`src/rtl/conv_row_sequencer.sv`:
```
// conv_row_sequencer
// Control FSM for the 3x3 row-stationary convolution datapath. A single
// start pulse walks NUM_ROWS IFM rows of IFM_W pixels each. For every
// loaded pixel it generates the weight/IFM load strobes, the per-row psum
// FIFO read/write enables and the pointer-clear pulses. It optionally ends
// the layer with an output drain from FIFO 2.
//
// Optional feature macro: ROW_SEQ_DRAIN_EN
//   defined   : DRAIN state of OFM_SIZE cycles follows the last row's GAP
//   undefined : last row's GAP goes straight to DONE (no drain)
//
// Ports
//   clk1                 in   only clock, rising edge
//   rst                  in   asynchronous, active-high reset
//   start                in   one-cycle layer start, honoured only in IDLE
//   ifm_valid            in   pixel present; low stalls LOAD (Mealy gate)
//   set_wgt, set_ifm     out  weight / IFM register load strobes
//   start_conv           out  first pixel of the layer
//   wr_en_0..2           out  psum FIFO write enables
//   rd_en_0..2           out  psum FIFO read enables
//   wr_clr, rd_clr       out  FIFO write / read pointer clears
//   row_idx, col_idx     out  current row / column
//   busy                 out  high outside IDLE
//   done                 out  one-cycle layer-complete pulse
//
// state | meaning
// ------+---------------------------------------------------------------
// IDLE  | waiting for start
// LOAD  | streaming pixels of row r, column c advances on ifm_valid
// GAP   | one bubble cycle between rows, all strobes low
// DRAIN | OFM_SIZE cycles reading FIFO 2 (ROW_SEQ_DRAIN_EN only)
// DONE  | one-cycle done pulse, then back to IDLE
module conv_row_sequencer #(
  parameter int IFM_W       = 9,
  parameter int KERNEL_SIZE = 3,
  parameter int NUM_ROWS    = 7,
  parameter int OFM_SIZE    = 7
) (
  input  logic                        clk1,
  input  logic                        rst,
  input  logic                        start,
  input  logic                        ifm_valid,
  output logic                        set_wgt,
  output logic                        set_ifm,
  output logic                        start_conv,
  output logic                        wr_en_0,
  output logic                        wr_en_1,
  output logic                        wr_en_2,
  output logic                        rd_en_0,
  output logic                        rd_en_1,
  output logic                        rd_en_2,
  output logic                        wr_clr,
  output logic                        rd_clr,
  output logic [$clog2(NUM_ROWS)-1:0] row_idx,
  output logic [$clog2(IFM_W)-1:0]    col_idx,
  output logic                        busy,
  output logic                        done
);

  localparam int RW = $clog2(NUM_ROWS);
  localparam int CW = $clog2(IFM_W);
  localparam logic [RW-1:0] R_LAST = RW'(NUM_ROWS - 1);
  localparam logic [CW-1:0] C_LAST = CW'(IFM_W - 1);

  typedef enum logic [2:0] {
    S_IDLE,
    S_LOAD,
    S_GAP,
    S_DRAIN,
    S_DONE
  } state_t;

  state_t        state_q, state_d;
  logic [RW-1:0] r_q, r_d;
  logic [CW-1:0] c_q, c_d;
  logic [2:0]    wr_mask, rd_mask;

`ifdef ROW_SEQ_DRAIN_EN
  localparam int DW = (OFM_SIZE > 1) ? $clog2(OFM_SIZE) : 1;
  localparam logic [DW-1:0] D_LAST = DW'(OFM_SIZE - 1);
  logic [DW-1:0] d_q, d_d;
`endif

  always_ff @(posedge clk1 or posedge rst) begin
    if (rst) begin
      state_q <= S_IDLE;
      r_q     <= '0;
      c_q     <= '0;
`ifdef ROW_SEQ_DRAIN_EN
      d_q     <= '0;
`endif
    end else begin
      state_q <= state_d;
      r_q     <= r_d;
      c_q     <= c_d;
`ifdef ROW_SEQ_DRAIN_EN
      d_q     <= d_d;
`endif
    end
  end

  always_comb begin
    state_d    = state_q;
    r_d        = r_q;
    c_d        = c_q;
`ifdef ROW_SEQ_DRAIN_EN
    d_d        = d_q;
`endif
    set_wgt    = 1'b0;
    set_ifm    = 1'b0;
    start_conv = 1'b0;
    wr_clr     = 1'b0;
    rd_clr     = 1'b0;
    done       = 1'b0;
    {wr_en_2, wr_en_1, wr_en_0} = 3'b000;
    {rd_en_2, rd_en_1, rd_en_0} = 3'b000;

    // Row r writes FIFOs 0..min(r,2) and reads FIFOs below min(r,3):
    // each FIFO is read back by the row after the one that filled it.
    for (int k = 0; k < 3; k++) begin
      wr_mask[k] = (int'(r_q) >= k);
      rd_mask[k] = (int'(r_q) > k);
    end

    case (state_q)
      S_IDLE: begin
        if (start) begin
          state_d = S_LOAD;
          r_d     = '0;
          c_d     = '0;
        end
      end
      S_LOAD: begin
        if (ifm_valid) begin
          set_wgt    = 1'b1;
          set_ifm    = 1'b1;
          start_conv = (r_q == '0) && (c_q == '0);
          wr_clr     = (r_q != '0) && (c_q == '0);
          rd_clr     = (r_q != '0) && (int'(c_q) == IFM_W - 2);
          if (int'(c_q) >= KERNEL_SIZE) {wr_en_2, wr_en_1, wr_en_0} = wr_mask;
          if (int'(c_q) <= IFM_W - 3)   {rd_en_2, rd_en_1, rd_en_0} = rd_mask;
          if (c_q == C_LAST) state_d = S_GAP;
          else               c_d     = c_q + CW'(1);
        end
      end
      S_GAP: begin
        if (r_q != R_LAST) begin
          state_d = S_LOAD;
          r_d     = r_q + RW'(1);
          c_d     = '0;
        end else begin
`ifdef ROW_SEQ_DRAIN_EN
          state_d = S_DRAIN;
          d_d     = '0;
`else
          state_d = S_DONE;
`endif
        end
      end
`ifdef ROW_SEQ_DRAIN_EN
      S_DRAIN: begin
        wr_clr  = (d_q == '0);
        rd_en_2 = 1'b1;
        if (d_q == D_LAST) state_d = S_DONE;
        else               d_d     = d_q + DW'(1);
      end
`endif
      S_DONE: begin
        done    = 1'b1;
        state_d = S_IDLE;
        r_d     = '0;
        c_d     = '0;
      end
      default: state_d = S_IDLE;
    endcase
  end

  assign busy    = (state_q != S_IDLE);
  assign row_idx = r_q;
  assign col_idx = c_q;

endmodule

```
`config.mk`:
```
export PLATFORM = sky130hd
export DESIGN_NAME = conv_row_sequencer
export DESIGN_NICKNAME = d
export VERILOG_FILES = /design/src/rtl/conv_row_sequencer.sv
export SDC_FILE = /design/constraint.sdc
export NUM_CORES = 1
export LEC_CHECK = 0
export BUFFER_PORTS_ARGS = -buffer_cell sky130_fd_sc_hd__buf_2
export CAP_MARGIN = 15
export CELL_PAD_IN_SITES_DETAIL_PLACEMENT = 0
export CELL_PAD_IN_SITES_GLOBAL_PLACEMENT = 2
export CORE_MARGIN = 4
export CORE_UTILIZATION = 28
export DETAILED_ROUTE_END_ITERATION = 10
export GPL_TIMING_DRIVEN = 1
export PLACE_DENSITY_LB_ADDON = 0.1
export SYNTH_ARGS = -nofsm -noshare
export SYNTH_HDL_FRONTEND = slang
export SYNTH_SLANG_ARGS = --single-unit
```
`constraint.sdc`:
```
create_clock -name clk1 -period 1.55 [get_ports clk1]
set_input_delay 0.31 -clock clk1 [delete_from_list [all_inputs] [get_ports clk1]]
set_output_delay 0.31 -clock clk1 [all_outputs]
set_load 0.01 [all_outputs]
```
==> results of run 1 <==
## per-stage QoR
stage	hold slack (ns)	cell area, um^2	setup WS [ns]	instances
after floorplan	0.150	850	0.0371	101
after global placement	0.331	1090	0.0446	166
after detailed placement	0.324	1090	0.00993	166
after CTS	0.0167	1300	-0.204	179
after global routing	0.0426	1460	-0.302	189
final	0.00813	1460	-0.204	189
## per-layer routing
| metal | up-vias | track usage (%) | share of wire, % | routed length [um] |
|---|---|---|---|---|
| met2 | 19 | 21.2 | 45 | 1190 |
| met4 | 0 | 5.79 | 1.8 | 48 |
| met1 | 443 | 18.8 | 49 | 1280 |
| met3 | 5 | 3.06 | 4.0 | 106 |
| met5 | - | 0 | 0 | 0 |
| li1 | 474 | - | - | - |
## area by class of cell
cell class              instances  share of cell area, %
multi-input cells              75                   44.7
repair buffers                 59                   29.2
flip-flops and latches         10                   17.4
inverters                      10                   3.52
well taps                      31                   2.66
clock buffers                   4                   2.49
## synthesized netlist by cell type (all sizes together) (2+ instances only)
cell / n
nor4: 4
nor2: 12
a21oi: 7
nand3: 6
buf: 6
o21ai: 5
ha: 7
dfrtp: 10
nor3: 5
a32oi: 2
o32ai: 2
o22ai: 2
inv: 10
nand2: 12
## power breakdown
part | total, uW | internal, uW | switching (uW)
Clock | 245 | 143 | 102
Sequential | 555 | 376 | 179
Combinational | 2020 | 1030 | 990
Total | 2820 | 1550 | 1270
## how the worst max path moves through the flow
| stage | to | slack (ns) | cells past startpoint |
|---|---|---|---|
| floorplan | rd_en_2 | 0.04 | 5 |
| global placement | wr_en_2 | 0.04 | 5 |
| detailed placement | wr_en_2 | 0.01 | 5 |
| CTS | rd_en_1 | -0.20 | 6 |
| global route | rd_en_2 | -0.30 | 4 |
| finish | set_ifm | -0.20 | 6 |
## sequential cells by signal, summed over array words and instances (netlist names)
signal   cells
col_idx      4
row_idx      3
state_q      3
## critical path, cell delays in order (launching register included)
cell,delay [ns]
dfrtp_1,0.39
nand4bb_4,0.23
buf_4,0.15
buf_4,0.12
buf_4,0.14
inv_6,0.06
buf_6,0.09
## what timing repair did
item                       4_1_cts  5_1_grt
pin swaps                        8        6
buffers inserted                10       12
resized for setup               24       23
cloned                           0        0
hold buffers                     0        0
setup endpoints to repair       13       13
## cells by family (layout without fill, tap and decap cells)
| kind of cell | Yosys count | count (layout) | share of synthesized area [%] |
|---|---|---|---|
| simple gates | 45 | 45 | 29.3 |
| compound gates | 22 | 22 | 19.1 |
| buf+inv | 16 | 73 | 10.0 |
| flops | 10 | 10 | 29.9 |
| fa+ha+maj | 7 | 7 | 10.5 |
| mux | 1 | 1 | 1.20 |
## placed cells by master, fill, tap and decap left out, types with 4 or more instances in the layout
cell / Yosys / layout
dfrtp_1: 10 / 7
buf_6: 1 / 9
a21oi_1: 6 / 4
nand3_1: 6 / 6
nand2_1: 11 / 9
nor2_1: 10 / 7
buf_2: 3 / 20
buf_4: 2 / 30
inv_2: 1 / 4
==> metrics.txt, run 1 <==
outcome=finished, violations left; failing checks=setup timing; clock root cell=clkbuf_4; Yosys warning total=0; Hold WC Path Type=primary input to asynchronous set/reset pin; TritonCTS clock tree=yes; Initial Util=29.8%; Final #Nets=170; grt total ovfl=0; final core occ=between 50% and 60%; layout cell share with drive strength beyond 1=between 60% and 70%; endpoints failing setup=12; Vias=941; fin crit share=113%; Initial DRC Count=22; Routed WL=2620 um; IO Port Bufs=23; mapped cell area=837 um^2; Post-Synthesis Cells=101; syn_nets=112; FILL cells=between 200 and 300; post-layout power=~2800 uW; Clock transition at path regs=roughly 0.070 ns; Cell Pwr Density=roughly 1900 nW/um^2; DRC=0; crit path DAT=about 1.4 ns; final hold vios=0; worst-margin pin slew=about 0.42 ns; largest net degree at the start of global routing=12; multi-input logic area=652 um^2; I/O pin count=24; chip width=roughly 63 um; reg-to-reg endpoint=col_idx[3]; worst setup margin=-0.204 ns; number of global-route vias before repair=around 930; FFs w/ async S/R, synth=100%; DIE HEIGHT=~63 um; routability cong.=0.766; Bufs on Longest Clock Path=2; Pleak=between 0.0006 and 0.0007 uW; Critical Path Start=state_q[1]; CP Max Fanout=3; R2R cell count=9; clk_skew=0.00538 ns; first-pass GRT wire length=4370 um; worst vdd ir=roughly 0.89 mV; top-area cell type share of the netlist area=between 20% and 30%; total CTS buffers=3; register area=approximately 250 um^2; area leader, netlist=dfrtp_1; initial antenna violation count=0; core area=between 2000 and 3000 um^2; sequential area share after synthesis=approximately 30%; pins over their slew limit=0; EDFF count, synth=0; max_cap viols=0; worst slew margin relative to its limit=between 70% and 80%; Synth area leaders=dfrtp_1, ha_1, nand2_1, nor2_1, o32ai_2; Area growth syn-to-layout=74.3%; ys flop type=dfrtp_1; total track usage=~14%; detailed placement HPWL=1890 um; antenna diode count=0; Max Fclk=roughly 570 MHz; Synth cell types=35; RSZ-0062 raised after global routing=yes; r2r setup slk=about 0.060 ns; Crit. End Element=output port; reg2reg start=state_q[1]; ANT nets after route=0; Worst setup SP type=register; clock latency on the worst-skew pair=~0.28 ns; critical path data required time=approximately 1.2 ns; #FFs+latches synth=10; WL/cell=between 10 and 15 um; # clock sinks=10; vias per cell=4.98; drt pass-1 iters=4; H-tree depth=1; critical path class=register to output port; # rows=19; Mapped Avg Cell Area=roughly 8.3 um^2; Setup TNS=-1.86 ns; Tmin final=between 1.5 and 2 ns; full die area=3930 um^2
(Power assumes the default switching activity.)
==> run 2: changes to the inputs <==
--- a/config.mk
+++ b/config.mk
@@ -10,7 +10,7 @@
 export CELL_PAD_IN_SITES_DETAIL_PLACEMENT = 0
 export CELL_PAD_IN_SITES_GLOBAL_PLACEMENT = 2
 export CORE_MARGIN = 4
-export CORE_UTILIZATION = 28
+export CORE_UTILIZATION = 26
 export DETAILED_ROUTE_END_ITERATION = 10
 export GPL_TIMING_DRIVEN = 1
 export PLACE_DENSITY_LB_ADDON = 0.1
==> constraint.sdc (replaced) <==
create_clock -name clk1 -period 1.4 [get_ports clk1]
set_input_delay 0.28 -clock clk1 [delete_from_list [all_inputs] [get_ports clk1]]
set_output_delay 0.28 -clock clk1 [all_outputs]
set_load 0.01 [all_outputs]
==> metrics.txt, run 2 (synthesis gave the netlist of run 1 again) <==
outcome=finished, violations left (unchanged); failing checks=setup timing (unchanged); Worst setup SP type=register (unchanged); antenna diode count=0 (unchanged); drt pass-1 iters=4 (unchanged); I/O pin count=24 (unchanged); max_cap viols=0 (unchanged); Worst Hold Depth=4; largest net degree at the start of global routing=12 (unchanged); FILL cells=295 (was 273); reg-to-reg endpoint=row_idx[1] (was col_idx[3]); reg2reg start=row_idx[0] (was state_q[1]); final hold vios=0 (unchanged); most frequent cells in the layout=buf_4, buf_2, buf_6, nor2_1, nand2_1 (was buf_4, buf_2, nand2_1, buf_6); register area=256 um^2 (was 254 um^2); clock latency on the worst-skew pair=0.28 ns (about the same); # rows=20 (was 19); critical path class=register to output port (unchanged); crit path DAT=1.45 ns (was 1.44 ns); H-tree depth=1 (unchanged); Area growth syn-to-layout=90.7% (was 74.3%); grt total ovfl=0 (unchanged); DIE HEIGHT=64.7 um (was 62.7 um); Vias=956 (was 941); cell family with most CP delay=simple AND/OR/NAND/NOR gates (was buffers and inverters); commonest non-fill, non-tap cell in the layout=buf_4 (unchanged); worst-margin pin slew=0.399 ns (was 0.418 ns); clk_skew=0.0149 ns (was 0.00538 ns); Setup TNS=-3.27 ns (was -1.86 ns); hold_ws=0.432 ns (was 0.00813 ns); Hold WC Path Type=primary input to register (was primary input to asynchronous set/reset pin); Initial DRC Count=20 (was 22); chip width=64.7 um (was 62.7 um); routability cong.=0.800 (was 0.766); worst setup margin=-0.325 ns (was -0.204 ns); endpoints failing setup=16 (was 12); Initial Util=27.2% (was 29.8%); Critical Path Start=state_q[2] (was state_q[1]); Worst Path Buf+Inv=2 (was 5); total CTS buffers=3 (unchanged); fin crit share=123%; detailed placement HPWL=1950 um (was 1890 um); worst vdd ir=0.772 mV (was 0.888 mV); Pleak=0.000722 uW (was 0.000663 uW); Bufs on Longest Clock Path=2 (unchanged); crit path max-delay cell type=dfrtp_1 (unchanged); Cell Pwr Density=2040 nW/um^2 (was 1930 nW/um^2); worst slew margin relative to its limit=73.4% (was 72.1%); WL/cell=13.5 um (was 13.9 um); RSZ-0062 raised after global routing=yes (unchanged); multi-input logic area=703 um^2 (was 652 um^2); pins over their slew limit=0 (unchanged); Max Fclk=around 580 MHz; critical path data required time=1.12 ns (was 1.24 ns); TritonCTS clock tree=yes (unchanged); Hold Path Sink=row_idx[0]; Final #Nets=176 (was 170); total track usage=14.1% (was 13.9%); DRC=0 (unchanged); Clock transition at path regs=0.08 ns (was 0.07 ns); clock root cell=clkbuf_4 (unchanged); number of global-route vias before repair=942 (was 931); layout cell share with drive strength beyond 1=68.9% (was 65.2%); IO Port Bufs=23 (unchanged); # clock sinks=10 (unchanged); vias per cell=4.60 (was 4.98); R2R cell count=7 (was 9); HP Start=start; Largest register FFs=4 (unchanged); full die area=4190 um^2 (was 3930 um^2); initial antenna violation count=0 (unchanged); Crit. End Element=output port (unchanged); CP Max Fanout=7 (was 3); critical path's largest stage delay=0.40 ns (was 0.39 ns); core area=3080 um^2 (was 2810 um^2); r2r setup slk=-0.03 ns (was 0.06 ns); ANT nets after route=0 (unchanged); CP cell instances=nand4bb_1 > buf_6 > nor4_4 > buf_2 (was nand4bb_4 > buf_4 > buf_4 > buf_4 > inv_6 > buf_6); Routed WL=2810 um (was 2620 um); Tmin final=roughly 1.7 ns; first-pass GRT wire length=4530 um (was 4370 um)
==> run 2: power by group <==
group	total, uW	internal [uW]	switching, uW
clock	224	110	114
combinational	2420	1220	1200
sequential	614	422	192
==> run 2: layer usage <==
layer  up-vias  global-route usage, %  wire (um)
li1        485                      -          -
met3         5                   2.43        120
met2        23                   22.3       1300
met4         0                   5.54         49
met1       443                   19.0       1340
met5         -                      0          0
==> run 2: what timing repair did <==
action | 4_1_cts | 5_1_grt
resized for setup | 49 | 16
hold buffers | 1 | 0
endpoints found under the hold margin | 5 | 0
gates cloned | 0 | 0
pin swaps | 21 | 13
setup buffers | 13 | 12
setup endpoints to repair | 15 | 23
==> run 2: area by class of cell <==
type	instances	share of cell area, %
repair buffers	65	31.4
clock buffers	4	1.65
flip-flops and latches	10	16.1
inverters	10	3.37
multi-input cells	75	44.0
well taps	44	3.45
==> run 2: per-stage QoR <==
stage	utilization [%]	worst slack (ns)	cell area, um^2	total power, uW	std cells
2_1_floorplan	-	-0.0428	880	1620	101
3_3_place_gp	38.9	-0.0587	1200	2320	187
3_5_place_dp	38.9	-0.115	1200	2330	187
4_1_cts	49.4	-0.329	1520	3060	204
5_1_grt	51.9	-0.410	1600	3510	208
6_report	51.9	-0.325	1600	3260	208
==> run 2: worst max path at each step <==
stage	cells past startpoint	slack, ns	endpoint
after floorplan	5	-0.04	rd_en_2
after global placement	6	-0.06	rd_en_2
after detailed placement	5	-0.11	start_conv
after CTS	6	-0.33	rd_en_2
after global routing	6	-0.41	rd_en_0
final	4	-0.33	rd_en_1
==> run 2: worst register-to-register path: stages (launching register included) <==
cell and delay [ns]:
dfrtp_2 0.45, inv_4 0.09, ha_4 0.15, buf_6 0.10, buf_6 0.10, nand3_4 0.06, and3b_1 0.17, o32ai_2 0.23
